$ cat src/rtl/fifo_rtl_pkg.sv
// Shared FIFO definitions: pointer-width helper and default geometry.
package fifo_rtl_pkg;

  localparam int FIFO_DATA_W_DEF = 8;
  localparam int FIFO_DEPTH_DEF  = 16;

  // One extra bit above the address width distinguishes full from empty.
  function automatic int ptr_w(input int depth);
    return $clog2(depth) + 1;
  endfunction

endpackage

$ cat src/rtl/fifo_mem.sv
// DEPTH x DATA_W register array: one synchronous write port, one asynchronous read port.
module fifo_mem #(
  parameter int DATA_W = 8,
  parameter int DEPTH  = 16,
  localparam int AW    = $clog2(DEPTH)
) (
  input  logic              clk,
  input  logic              i_we,
  input  logic [AW-1:0]     i_waddr,
  input  logic [DATA_W-1:0] i_wdata,
  input  logic [AW-1:0]     i_raddr,
  output logic [DATA_W-1:0] o_rdata
);

  logic [DATA_W-1:0] r_mem [DEPTH];

  // NOTE: storage has no reset; pointers and flags alone define which entries are live.
  always_ff @(posedge clk) begin
    if (i_we) r_mem[i_waddr] <= i_wdata;
  end

  assign o_rdata = r_mem[i_raddr];

endmodule

$ cat src/rtl/param_sync_fifo.sv
// Parametrised single-clock FIFO with threshold flags, occupancy count and sticky errors.
// Define PARAM_SYNC_FIFO_FWFT_EN for first-word-fall-through reads; default is registered reads.
module param_sync_fifo
  import fifo_rtl_pkg::*;
#(
  parameter int DATA_W    = FIFO_DATA_W_DEF,
  parameter int DEPTH     = FIFO_DEPTH_DEF,
  parameter int AFULL_TH  = DEPTH - 2,
  parameter int AEMPTY_TH = 2
) (
  input  logic                    clk,
  input  logic                    rst,
  input  logic                    wr_en,
  input  logic [DATA_W-1:0]       wr_data,
  input  logic                    rd_en,
  output logic [DATA_W-1:0]       rd_data,
  output logic                    rd_valid,
  output logic                    full,
  output logic                    empty,
  output logic                    almost_full,
  output logic                    almost_empty,
  output logic [ptr_w(DEPTH)-1:0] count,
  output logic                    overflow,
  output logic                    underflow,
  input  logic                    clr_err
);

  localparam int PW = ptr_w(DEPTH);
  localparam int AW = PW - 1;

  if (DEPTH < 2 || (DEPTH & (DEPTH - 1)) != 0) begin : g_bad_depth
    $error("param_sync_fifo: DEPTH must be a power of two >= 2");
  end
  if (AFULL_TH > DEPTH) begin : g_bad_afull
    $error("param_sync_fifo: AFULL_TH must not exceed DEPTH");
  end

  logic [PW-1:0]     r_wptr, r_rptr, r_count;
  logic              r_full, r_empty, r_afull, r_aempty, r_ovf, r_unf;
  logic              w_wr_acc, w_rd_acc;
  logic [PW-1:0]     w_wptr_nxt, w_rptr_nxt, w_count_nxt;
  logic [DATA_W-1:0] w_head;

  // Acceptance uses the registered flags, so a full FIFO still frees a slot on a read but refuses the write.
  assign w_wr_acc    = wr_en & ~r_full;
  assign w_rd_acc    = rd_en & ~r_empty;
  assign w_wptr_nxt  = r_wptr + PW'(w_wr_acc);
  assign w_rptr_nxt  = r_rptr + PW'(w_rd_acc);
  assign w_count_nxt = w_wptr_nxt - w_rptr_nxt;

  // NOTE: sequential state uses non-blocking assignments so every register samples pre-edge values.
  always_ff @(posedge clk) begin
    if (rst) begin
      r_wptr   <= '0;
      r_rptr   <= '0;
      r_count  <= '0;
      r_full   <= 1'b0;
      r_empty  <= 1'b1;
      r_afull  <= 1'b0;
      r_aempty <= 1'b1;
      r_ovf    <= 1'b0;
      r_unf    <= 1'b0;
    end else begin
      r_wptr   <= w_wptr_nxt;
      r_rptr   <= w_rptr_nxt;
      r_count  <= w_count_nxt;
      r_full   <= (w_count_nxt == PW'(DEPTH));
      r_empty  <= (w_count_nxt == '0);
      r_afull  <= (int'(w_count_nxt) >= AFULL_TH);
      r_aempty <= (int'(w_count_nxt) <= AEMPTY_TH);
      r_ovf    <= (wr_en & r_full)  | (r_ovf & ~clr_err);
      r_unf    <= (rd_en & r_empty) | (r_unf & ~clr_err);
    end
  end

  fifo_mem #(
    .DATA_W (DATA_W),
    .DEPTH  (DEPTH)
  ) u_mem (
    .clk     (clk),
    .i_we    (w_wr_acc),
    .i_waddr (r_wptr[AW-1:0]),
    .i_wdata (wr_data),
    .i_raddr (r_rptr[AW-1:0]),
    .o_rdata (w_head)
  );

`ifdef PARAM_SYNC_FIFO_FWFT_EN
  assign rd_data  = r_empty ? '0 : w_head;
  assign rd_valid = ~r_empty;
`else
  logic [DATA_W-1:0] r_rd_data;
  logic              r_rd_valid;

  always_ff @(posedge clk) begin
    if (rst) begin
      r_rd_data  <= '0;
      r_rd_valid <= 1'b0;
    end else begin
      r_rd_valid <= w_rd_acc;
      if (w_rd_acc) r_rd_data <= w_head;
    end
  end

  assign rd_data  = r_rd_data;
  assign rd_valid = r_rd_valid;
`endif

  assign count        = r_count;
  assign full         = r_full;
  assign empty        = r_empty;
  assign almost_full  = r_afull;
  assign almost_empty = r_aempty;
  assign overflow     = r_ovf;
  assign underflow    = r_unf;

endmodule

$ cat config.mk
export PLATFORM = sky130hd
export DESIGN_NAME = param_sync_fifo
export DESIGN_NICKNAME = d
export VERILOG_FILES = /design/src/rtl/fifo_rtl_pkg.sv /design/src/rtl/fifo_mem.sv /design/src/rtl/param_sync_fifo.sv
export SDC_FILE = /design/constraint.sdc
export NUM_CORES = 1
export LEC_CHECK = 0
export BUFFER_PORTS_ARGS = -buffer_cell sky130_fd_sc_hd__buf_2
export CAP_MARGIN = 20
export CORE_ASPECT_RATIO = 1.75
export CORE_MARGIN = 2
export CORE_UTILIZATION = 35
export CTS_CLUSTER_SIZE = 8
export DETAILED_ROUTE_END_ITERATION = 16
export GPL_TIMING_DRIVEN = 0
export SETUP_SLACK_MARGIN = 0.4
export SKIP_LAST_GASP = 1
export SLEW_MARGIN = 30
export SYNTH_ARGS = -nofsm -noshare
export SYNTH_HDL_FRONTEND = slang
export SYNTH_SLANG_ARGS = --single-unit
$ cat constraint.sdc
create_clock -name clk -period 5 [get_ports clk]
set_clock_uncertainty 0.1 [all_clocks]
set_input_delay 1.5 -clock clk [delete_from_list [all_inputs] [get_ports clk]]
set_output_delay 1.5 -clock clk [all_outputs]
set_load 0.1 [all_outputs]
**After elaboration in Yosys (flattened, before gate mapping)**

Memories as Yosys holds them, arrays and structs flattened. A register that Yosys moved wholly into a read port is not among the register bits.
Cells that the tools add are included.

- Register bits: 22
- Bits in latches: 0
- Bits in writable memories: 128
- ROM bits: 0
- Input port bits: 13
- Output and inout port bits: 20
- Word-level logic and storage cells: 31
- Memories kept: 1

- Add/sub/neg operators: 3
- Multiply operators: 0
- Div/mod/pow operators: 0
- $lt $le $gt $ge: 2
- Equal/unequal tests: 1
- Shift-type cells: 0
- Multiplexer cells: 2
- Bitwise gates (word level): 11
- Reduce and logical (&&, ||, !) cells: 1

Memory list:

| name | depth | width | rd ports | clocked after memory_dff | write ports | line | RTL |
|---|---|---|---|---|---|---|---|
| u_mem.r_mem | 16 | 8 | 1 | 1 | 1 | fifo_mem.sv:15 | `logic [DATA_W-1:0] r_mem [DEPTH];` |

Operator list:

| operator | count |
|---|---|
| adder 5 x 1 -> 5 bit | 2 |
| bitwise AND 1 bit | 6 |
| equality test 5 bit, second input constant | 1 |
| >= comparator 5 x 4 -> 1 bit, second input constant | 1 |
| less-or-equal comparator 5 x 2 -> 1 bit, second input constant | 1 |
| logical NOT 5 bit | 1 |
| subtractor 5 bit | 1 |
| NOT 1 bit | 3 |
| 2-to-1 mux 1 bit | 2 |
| OR 1 bit | 2 |

**Logic depth before layout (Yosys ltp)**

Gate-level depths: netlist of the first run.

- Depth in word-level cells: 5
- Gate-level depth with buffers: 11
- Mapped depth without buffers: 10

**Modules after synthesis**

A second synthesis of the first run with hierarchy kept.

- Cells, all modules: 354
- Area, all modules: 6264.8 um^2

Modules (own cells, without submodules):

| module | times used | cells an instance | area an instance (um^2) | seq. area each (um^2) |
|---|---|---|---|---|
| fifo_mem | 1 | 221 | 4987.3 | 3843.7 |
| param_sync_fifo | 1 | 133 | 1277.5 | 600.6 |

**Worst setup path after synthesis of the first run**

Ideal clock, no wire load.

- Path kind: input to register
- From: input port rd_en
- To: register r_empty (netlist: empty)
- Setup time: 0.116 ns
- Arrival: 3.575 ns
- Required time: 4.784 ns
- Path slack: 1.209 ns
- Stages: 11
- Path buffers: 2
- Cells stage by stage: nor2b_1 > clkbuf_1 > ha_1 > nand3_1 > xor2_1 > ha_1 > buf_1 > inv_1 > o31ai_2 > xnor2_1 > a41o_1

- Longest elaborated chain between the ends: 4

RTL lines:

| item | line | RTL |
|---|---|---|
| start: declaration | param_sync_fifo.sv:15 | `input logic rd_en,` |
| bitwise AND 1 bit | param_sync_fifo.sv:46 | `assign w_rd_acc = rd_en & ~r_empty;` |
| named net w_rd_acc | param_sync_fifo.sv:40 | `logic w_wr_acc, w_rd_acc;` |
| adder 5 x 1 -> 5 bit | param_sync_fifo.sv:48 | `assign w_rptr_nxt = r_rptr + PW'(w_rd_acc);` |
| subtractor 5 bit | param_sync_fifo.sv:49 | `assign w_count_nxt = w_wptr_nxt - w_rptr_nxt;` |
| logical NOT 5 bit | param_sync_fifo.sv:68 | `r_empty <= (w_count_nxt == '0);` |
| end signal: assignment | param_sync_fifo.sv:68 |  |
| end: declaration | param_sync_fifo.sv:39 | `logic r_full, r_empty, r_afull, r_aempty, r_ovf, r_unf;` |

The timed path passes the listed nets, and every way through them passes these cells.
A chain may end at the register's enable or synchronous reset.

**Worst setup path in the final report of the first run**

Same ends and word-level chain as after synthesis.

==> results of run 1 <==
==> logic make-up (layout without fill, tap and decap cells) <==
family / after synthesis / count (layout) / synth area share, %
DFF: 158 / 158 / 72.4
and+or+nand+nor: 67 / 67 / 5.69
AOI/OAI and AO/OA: 39 / 39 / 4.97
muxes: 32 / 32 / 11.7
buffers and inverters: 25 / 89 / 1.63
xor gates and xnor gates: 12 / 12 / 1.96
adders and majority gates: 8 / 8 / 1.63
==> worst min-delay path by stage <==
stage	slack, ns	end	from
finish	0.39	rd_data[5]	rd_data[5]
global route	0.44	rd_data[7]	rd_data[7]
CTS	0.39	rd_data[2]	rd_data[2]
detailed placement	0.38	rd_data[5]	rd_data[5]
global placement	0.38	underflow	underflow
floorplan	0.39	r_wptr[4]	r_wptr[4]
==> registers in the layout, indices dropped and copies added, names as in the netlist <==
register and count:
r_rptr 5, count 5, almost_empty 1, overflow 1, empty 1, r_wptr 5
underflow 1, u_mem.r_mem 128, full 1, rd_valid 1, almost_full 1, rd_data 8
==> final cells by class <==
class | count | area, um^2 | share of cell area, %
plain buffers | 18 | 73.8 | 1.03
repair buffers | 32 | 160 | 2.23
multi-input cells | 158 | 1620 | 22.4
clock inverters | 14 | 136 | 1.90
well taps | 231 | 289 | 4.02
clock buffers | 18 | 450 | 6.26
flip-flops and latches | 158 | 4440 | 61.8
inverters | 7 | 26.3 | 0.365
==> worst max-delay path, stage by stage <==
cell,delay [ns]
sky130_fd_sc_hd__buf_2,0.08
sky130_fd_sc_hd__nor2b_1,0.14
sky130_fd_sc_hd__clkbuf_1,0.45
sky130_fd_sc_hd__ha_1,0.28
sky130_fd_sc_hd__nand3_1,0.11
sky130_fd_sc_hd__xor2_1,0.20
sky130_fd_sc_hd__ha_1,0.30
sky130_fd_sc_hd__buf_1,0.18
sky130_fd_sc_hd__a31oi_1,0.22
sky130_fd_sc_hd__o31ai_2,0.10
sky130_fd_sc_hd__xnor2_1,0.50
sky130_fd_sc_hd__a41o_1,0.25
==> metrics by stage <==
step	hold slack, ns	util (%)	power [mW]	instances
6_report	0.390	41.4	3.60	636
5_1_grt	0.437	41.4	3.74	636
2_1_floorplan	0.387	-	2.19	341
3_3_place_gp	0.377	37.9	2.35	604
3_5_place_dp	0.375	38.0	2.36	604
4_1_cts	0.392	41.4	3.64	636
==> per-layer routing <==
layer / vias up / wire [um] / GRT usage [%]
li1: 1452 / - / -
met1: 1588 / 4890 / 14.8
met2: 58 / 7420 / 27.9
met3: 10 / 309 / 3.13
met4: 0 / 247 / 7.66
met5: - / 0 / 0
==> synth_stat cells, types with 2 or more instances <==
library cell               number  area share (%)
sky130_fd_sc_hd__o22ai_1        8            0.82
sky130_fd_sc_hd__a22oi_1        3            0.37
sky130_fd_sc_hd__nand3b_1       2            0.24
sky130_fd_sc_hd__edfxtp_1     128              63
sky130_fd_sc_hd__nor3_1         6            0.49
sky130_fd_sc_hd__buf_2          2            0.16
sky130_fd_sc_hd__nor2b_1        9            0.92
sky130_fd_sc_hd__a221oi_1       8             1.1
sky130_fd_sc_hd__xnor2_1        6            0.86
sky130_fd_sc_hd__ha_1           8             1.6
sky130_fd_sc_hd__xor2_1         4            0.57
sky130_fd_sc_hd__nand2_1        4            0.24
sky130_fd_sc_hd__buf_1          2            0.12
sky130_fd_sc_hd__nand3_1        5            0.41
sky130_fd_sc_hd__clkbuf_1      13            0.79
sky130_fd_sc_hd__nor2_1        24             1.5
sky130_fd_sc_hd__inv_1          7            0.43
sky130_fd_sc_hd__a21oi_1        2            0.16
sky130_fd_sc_hd__dfxtp_1       30             9.8
sky130_fd_sc_hd__a22o_1         8             1.1
sky130_fd_sc_hd__nand2b_1      12             1.2
sky130_fd_sc_hd__mux4_2        32              12
==> power groups by stage <==
stage	combinational, mW	sequential, mW	clock [mW]
2_1_floorplan	0.345	1.84	0
3_3_place_gp	0.800	1.55	0
3_5_place_dp	0.812	1.55	0
4_1_cts	0.815	1.52	1.30
5_1_grt	0.855	1.53	1.35
6_report	0.803	1.52	1.27
==> metrics list, run 1 <==
* Leakage power: approximately 2.4 nW
* All-Layer GR Usage: between 10 and 15%
* Launching element type of the critical path: input port
* WP data arrival: between 4 and 5 ns
- Along the worst hold path, the cell count comes to 2.
- Clock Tree Buf Depth: 2
- Leading cell types in the layout, fill and taps excluded: sky130_fd_sc_hd__edfxtp_1 (128), sky130_fd_sc_hd__buf_2 (34), sky130_fd_sc_hd__mux4_2 (32)
- Reg clk slew, reported paths: approximately 0.070 ns
* Drt via density: 4.89
- Power per Cell Area: between 500 and 600 nW/um^2
- Net switching is 31.6% of the power.
* Layout area overhead: 17.2%
- After synthesis the cells add up to approximately 6100 um^2.
- Post-cts sizing count: 0
* Number of setup violations in the final report: 0
* Post-layout instance area: between 7000 and 8000 um^2
- Drt initial violations: ~190
- Post-CTS setup-driven buffer insertion count: 0
- The number of failing hold endpoints at the final stage came to 0.
- Synthesized netlist cell count: 341
- Total Die Area: 18700 um^2
- The min-delay analysis places its worst path in the category reg -> reg.
- Post-synthesis register bit count: roughly 160
- For this run, design rule violations remaining after detail routing come to 0.
* Sum of overflow across all layers after global routing: 0
- Slew of the pin with the lowest slew margin: 0.886 ns
- Number of nets produced by synthesis: about 360
- Max Slew Vio Count: 0
- Once the floorplan was initialized, standard cells occupied roughly a third of the core.
* IO Port Bufs: 32
* Final WL: between 10000 and 15000 um
* Max Fanout on Critical Path: 10
* Outcome: finished, final reports clean
- Number of antenna violations at the first check in global routing: 0
- Worst relative slew slack: around two fifths
- The clock tree synthesis step divided the H-tree into 4 levels.
* Worst setup EP type: flip-flop
- Dominant register cell in the synthesized netlist: sky130_fd_sc_hd__edfxtp_1
- Vertical die dimension: approximately 180 um
- In this run, CTS created clock tree buffers numbering 17.
- Number of global-route vias before repair: 3418
* Crit path to: empty
* Proportion of synthesized chip area in sequential cells: 72.4%
* Number of nets at the end of the flow: approximately 410
* Share of final-layout standard cells stronger than drive strength 1: between 20% and 30%
- Internal Power: between 2 and 2.5 mW
* Commonest non-fill, non-tap cell in the layout: sky130_fd_sc_hd__edfxtp_1
- Sinks on Clock Net: ~160
- Global-route wire length before repair: 19600 um
* Crit share post-route: 80.7%
- The worst register-to-register path has a depth of 10.
- Via count: 3108
* Clk network pwr share: between 30% and 40%
- Count of standard-cell rows: 64
- Clock tree synthesis selected as its root buffer the cell sky130_fd_sc_hd__clkbuf_16.
- After synthesis, the share of flip-flops with an asynchronous set or reset is 0%.
- Post-placement cell area: 6610 um^2
- Routability-driven placement congestion ratio: approximately 0.77
- Of the total power, combinational logic draws around 22%.
- Worst slack at placement: about 0.6 ns
* Launch point of the critical path: rd_en
* CP Class: in -> reg
- Before antenna repair, the detailed router went through 4 iterations.
* Number of violations of the max-capacitance limit: 0
- The endpoint identified for the worst register-to-register timing path is empty.
* Critical register-to-register path startpoint: r_rptr[1]
- Dpl hpwl: ~9000 um
- Setup repair after global routing left no endpoint under its margin.
- Max VDD drop: 0.412 mV
- Summed over all nets, the switching power comes to 1.14 mW.
- Final TNS setup: 0 ns
- Clock latency on the worst-skew pair, taken at its later pin, is 0.43 ns.
- Pin placement for this block handled 33 I/O pins.
- Yosys cell types: 40
- In the post-route analysis, the smallest setup slack over all paths is 0.963 ns.
* Final period demand of the worst path: 4.04 ns
- Count of hold-fix buffers inserted at cts: 0
- In this run the remaining antenna-violating nets after routing total 0.
* Wire length per cell after detailed routing: about 20 um
- Synthesis warning total: 0
- 0 antenna diodes ended up in the layout.
- Largest net degree at the start of global routing: 17
- Sequential cells burn 42.3% of the power.
- Clock tree from TritonCTS: done
- Number of synthesized flops with an enable pin: 128
- Highest clock frequency the design can meet: 248 MHz
- Setup slack of the worst register-to-register path: around 1.7 ns
- Die X-Extent: 104 um
* Syn avg cell area: 18.0 um^2
* Req. time, crit path: around 5.3 ns
- In this run the standard cell core region covers around 17000 um^2.
- Counting the fill cells in the layout gives between 1500 and 2000.
Power figures use the tool's default switching activity.
==> inputs of run 2 (changes only) <==
clock period = 3.6 ns   (was 5 ns; I/O delays follow)
==> metrics list, run 2 (synthesis gave the netlist of run 1 again) <==
* Layout area overhead: 17.0%
* Number of antenna cells inserted: 0 (unchanged)
- Post-layout instance area: 7180 um^2 (-0.19%)
- The area of the multi-input gates was 1630 um^2 (+0.85%).
- The worst voltage drop across the vdd grid came to 0.479 mV (+16%).
- The overall track demand over capacity in global routing was 14.0% (-0.66 points).
* First-pass detailed-route iteration total: 4 (unchanged)
* Worst slack at placement: 0.0108 ns (-0.588 ns)
- The placement row count came to 64 (unchanged).
- In this run the critical register-to-register path is launched from r_rptr[1].
- Final Hold Vio Count: 0 (unchanged)
- Slew of the pin with the lowest slew margin: 0.839 ns (-0.0472 ns)
* Depth of the critical timing path with buffers and inverters included: 12 (unchanged)
- Crit path cell chain: buf_2 -> nor2b_1 -> buf_4 -> ha_1 -> nand3_1 -> xor2_1 -> ha_1 -> buf_2 -> inv_1 -> o31ai_2 -> xnor2_2 -> a41o_1
- Final WS setup: 0.616 ns (-0.348 ns)
- The number of DRC violations after detailed routing was 0 (unchanged).
- Post-cts sizing count: 0 (unchanged)
* Clock Tree Buf Depth: 2 (unchanged)
- The worst hold slack was 0.388 ns (-0.00152 ns).
* Class of the tightest hold or removal check: reg -> reg
- Global-route wire length before repair: 18700 um (-4.8%)
- Final TNS setup: 0 ns (unchanged)
- The number of buffers inserted for hold repair after clock tree synthesis came to 0 (unchanged).
- The final weighted congestion of routability-driven global placement came to 0.788 (+2.4%).
- Leading cell types in the layout, fill and taps excluded: sky130_fd_sc_hd__edfxtp_1 (128), sky130_fd_sc_hd__buf_2 (35), sky130_fd_sc_hd__mux4_2 (32)
- The count of port buffers added during placement came to 32 (unchanged).
* Num ports: 33 (unchanged)
- The final standard cell count with taps included and fillers excluded is 636 (unchanged).
* Vertical die dimension: 179 um (unchanged)
* RSZ-0062 raised after global routing: false
* Total Power: 4.91 mW (+37%)
* Buffers plus inverters on the worst setup path: 4 (+1)
- Power per Cell Area: 684 nW/um^2 (+37%)
* Via count: 3093 (-0.48%)
* Crit share post-route: between 80% and 90%
- The placed cell count is 604 (unchanged).
* Clock latency at the later pin of the worst-skew pair: 0.42 ns (about the same)
- Number of fill cells: 1570 (+0.96%)
* Reg clk slew, reported paths: 0.07 ns (about the same)
- Setup slack of the worst register-to-register path: 0.86 ns (-0.81 ns)
- The critical path arrival came to 3.20 ns (-1.11 ns).
* Post-CTS setup-driven buffer insertion count: 0 (unchanged)
- Largest Register: u_mem.r_mem
* Slowest-stage cell, CP: sky130_fd_sc_hd__o31ai_2
- Drt via density: 4.86 (-0.48%)
- The leakage power came to 2.43 nW (-0.15%).
- Number of antenna violations at the first check in global routing: 0 (unchanged)
- Highest clock frequency the design can meet: between 300 and 400 MHz
- Number of violations of the max-capacitance limit: 0 (unchanged)
- The largest net degree at the start of global routing was 17 (unchanged).
- Worst setup EP type: flip-flop
- The library cell used most frequently in the layout, excluding fill and tap cells, is sky130_fd_sc_hd__edfxtp_1.
- Number of nets at the end of the flow: 413 (unchanged)
- Wire length per cell after detailed routing: 19.2 um (-5.1%)
* Max Fanout on Critical Path: 10 (unchanged)
* Number of setup violations in the final report: 0 (unchanged)
- The width of the die was 104 um (unchanged).
- The sum of net half-perimeters after detailed placement is 8710 um (-0.85%).
* CP Class: in -> reg
- On the critical path the largest part of the delay comes from compound AO/OA/AOI/OAI gates.
- Endpoint of the worst register-to-register path: empty
- Worst relative slew slack: 43.9% (+3.2 points)
* Worst reg2reg path depth: 10 (unchanged)
* Post-placement cell area: 6620 um^2 (+0.21%)
* Sinks on Clock Net: 158 (unchanged)
* Total number of H-tree levels: 4 (unchanged)
- Finished Core Util: 41.3% (-0.079 points)
- The number of global-route vias before repair is 3290 (-3.7%).
* Starting density of the core: 35.3% (unchanged)
- Hold Path Origin: rd_data[2]
* Floorplan Core Area: 17400 um^2 (unchanged)
* Max Slew Vio Count: 0 (unchanged)
* DRT antenna net count: 0 (unchanged)
* Number of buffers created by CTS: 17 (unchanged)
- Final WL: 12200 um (-5.1%)
- The flow ran to the end, and the final reports show no timing, DRC or antenna violations.
- Launch point of the critical path: rd_en
- The overall die area was 18700 um^2 (unchanged).
* Final period demand of the worst path: between 2 and 3 ns
- Clock tree from TritonCTS: done
- The tree is rooted in a sky130_fd_sc_hd__clkbuf_16.
- Drt initial violations: 151 (-19%)
- Req. time, crit path: 3.82 ns (-1.45 ns)
* Share of final-layout standard cells stronger than drive strength 1: 28.1% (+0.99 points)
- The area of all sequential standard cells is 4440 um^2 (unchanged).
- Sum of overflow across all layers after global routing: 0 (unchanged)
* Crit path to: empty
* Launching element type of the critical path: input port
- Max FFs per register: 128 (unchanged)
- The delay of the slowest cell on the worst path was 0.30 ns (-0.20 ns).
==> run 2: where the power goes <==
part / switching, mW / total [mW] / internal (mW) / leakage, nW
Combinational: 0.785 / 1.12 / 0.340 / 0.752
Clock: 0.739 / 1.68 / 0.938 / 0.277
Sequential: 0.0375 / 2.11 / 2.07 / 1.40
==> run 2: worst reg2reg max path, stage by stage, from the launching register on <==
cell,delay (ns)
sky130_fd_sc_hd__dfxtp_1,0.33
sky130_fd_sc_hd__clkbuf_1,0.29
sky130_fd_sc_hd__clkbuf_2,0.35
sky130_fd_sc_hd__nand3_1,0.14
sky130_fd_sc_hd__xor2_1,0.18
sky130_fd_sc_hd__ha_1,0.28
sky130_fd_sc_hd__buf_2,0.16
sky130_fd_sc_hd__inv_1,0.06
sky130_fd_sc_hd__o31ai_2,0.30
sky130_fd_sc_hd__xnor2_2,0.16
sky130_fd_sc_hd__a41o_1,0.27
==> run 2: area by class of cell <==
cell class / count / area share (%)
Timing Repair Buffer: 32 / 2.23
Buffer: 18 / 1.11
Multi-Input combinational cell: 158 / 22.7
Tap cell: 231 / 4.02
Sequential cell: 158 / 61.9
Inverter: 7 / 0.366
Clock buffer: 20 / 6.38
Clock inverter: 12 / 1.32
==> run 2: worst min path at each step <==
| stage | to | slack [ns] | depth (start not counted) |
|---|---|---|---|
| after floorplan | r_wptr[4] | 0.39 | 2 |
| after global placement | overflow | 0.38 | 2 |
| after detailed placement | rd_data[2] | 0.37 | 2 |
| after CTS | rd_data[2] | 0.39 | 2 |
| after global routing | rd_data[2] | 0.40 | 2 |
| final | rd_data[2] | 0.39 | 2 |
==> run 2: layer usage <==
layer | wire length (um) | vias to the layer above | global-route usage [%]
li1 | - | 1445 | -
met1 | 4620 | 1585 | 13.9
met2 | 7090 | 49 | 27.5
met3 | 245 | 14 | 2.62
met4 | 256 | 0 | 6.76
met5 | 0 | - | 0
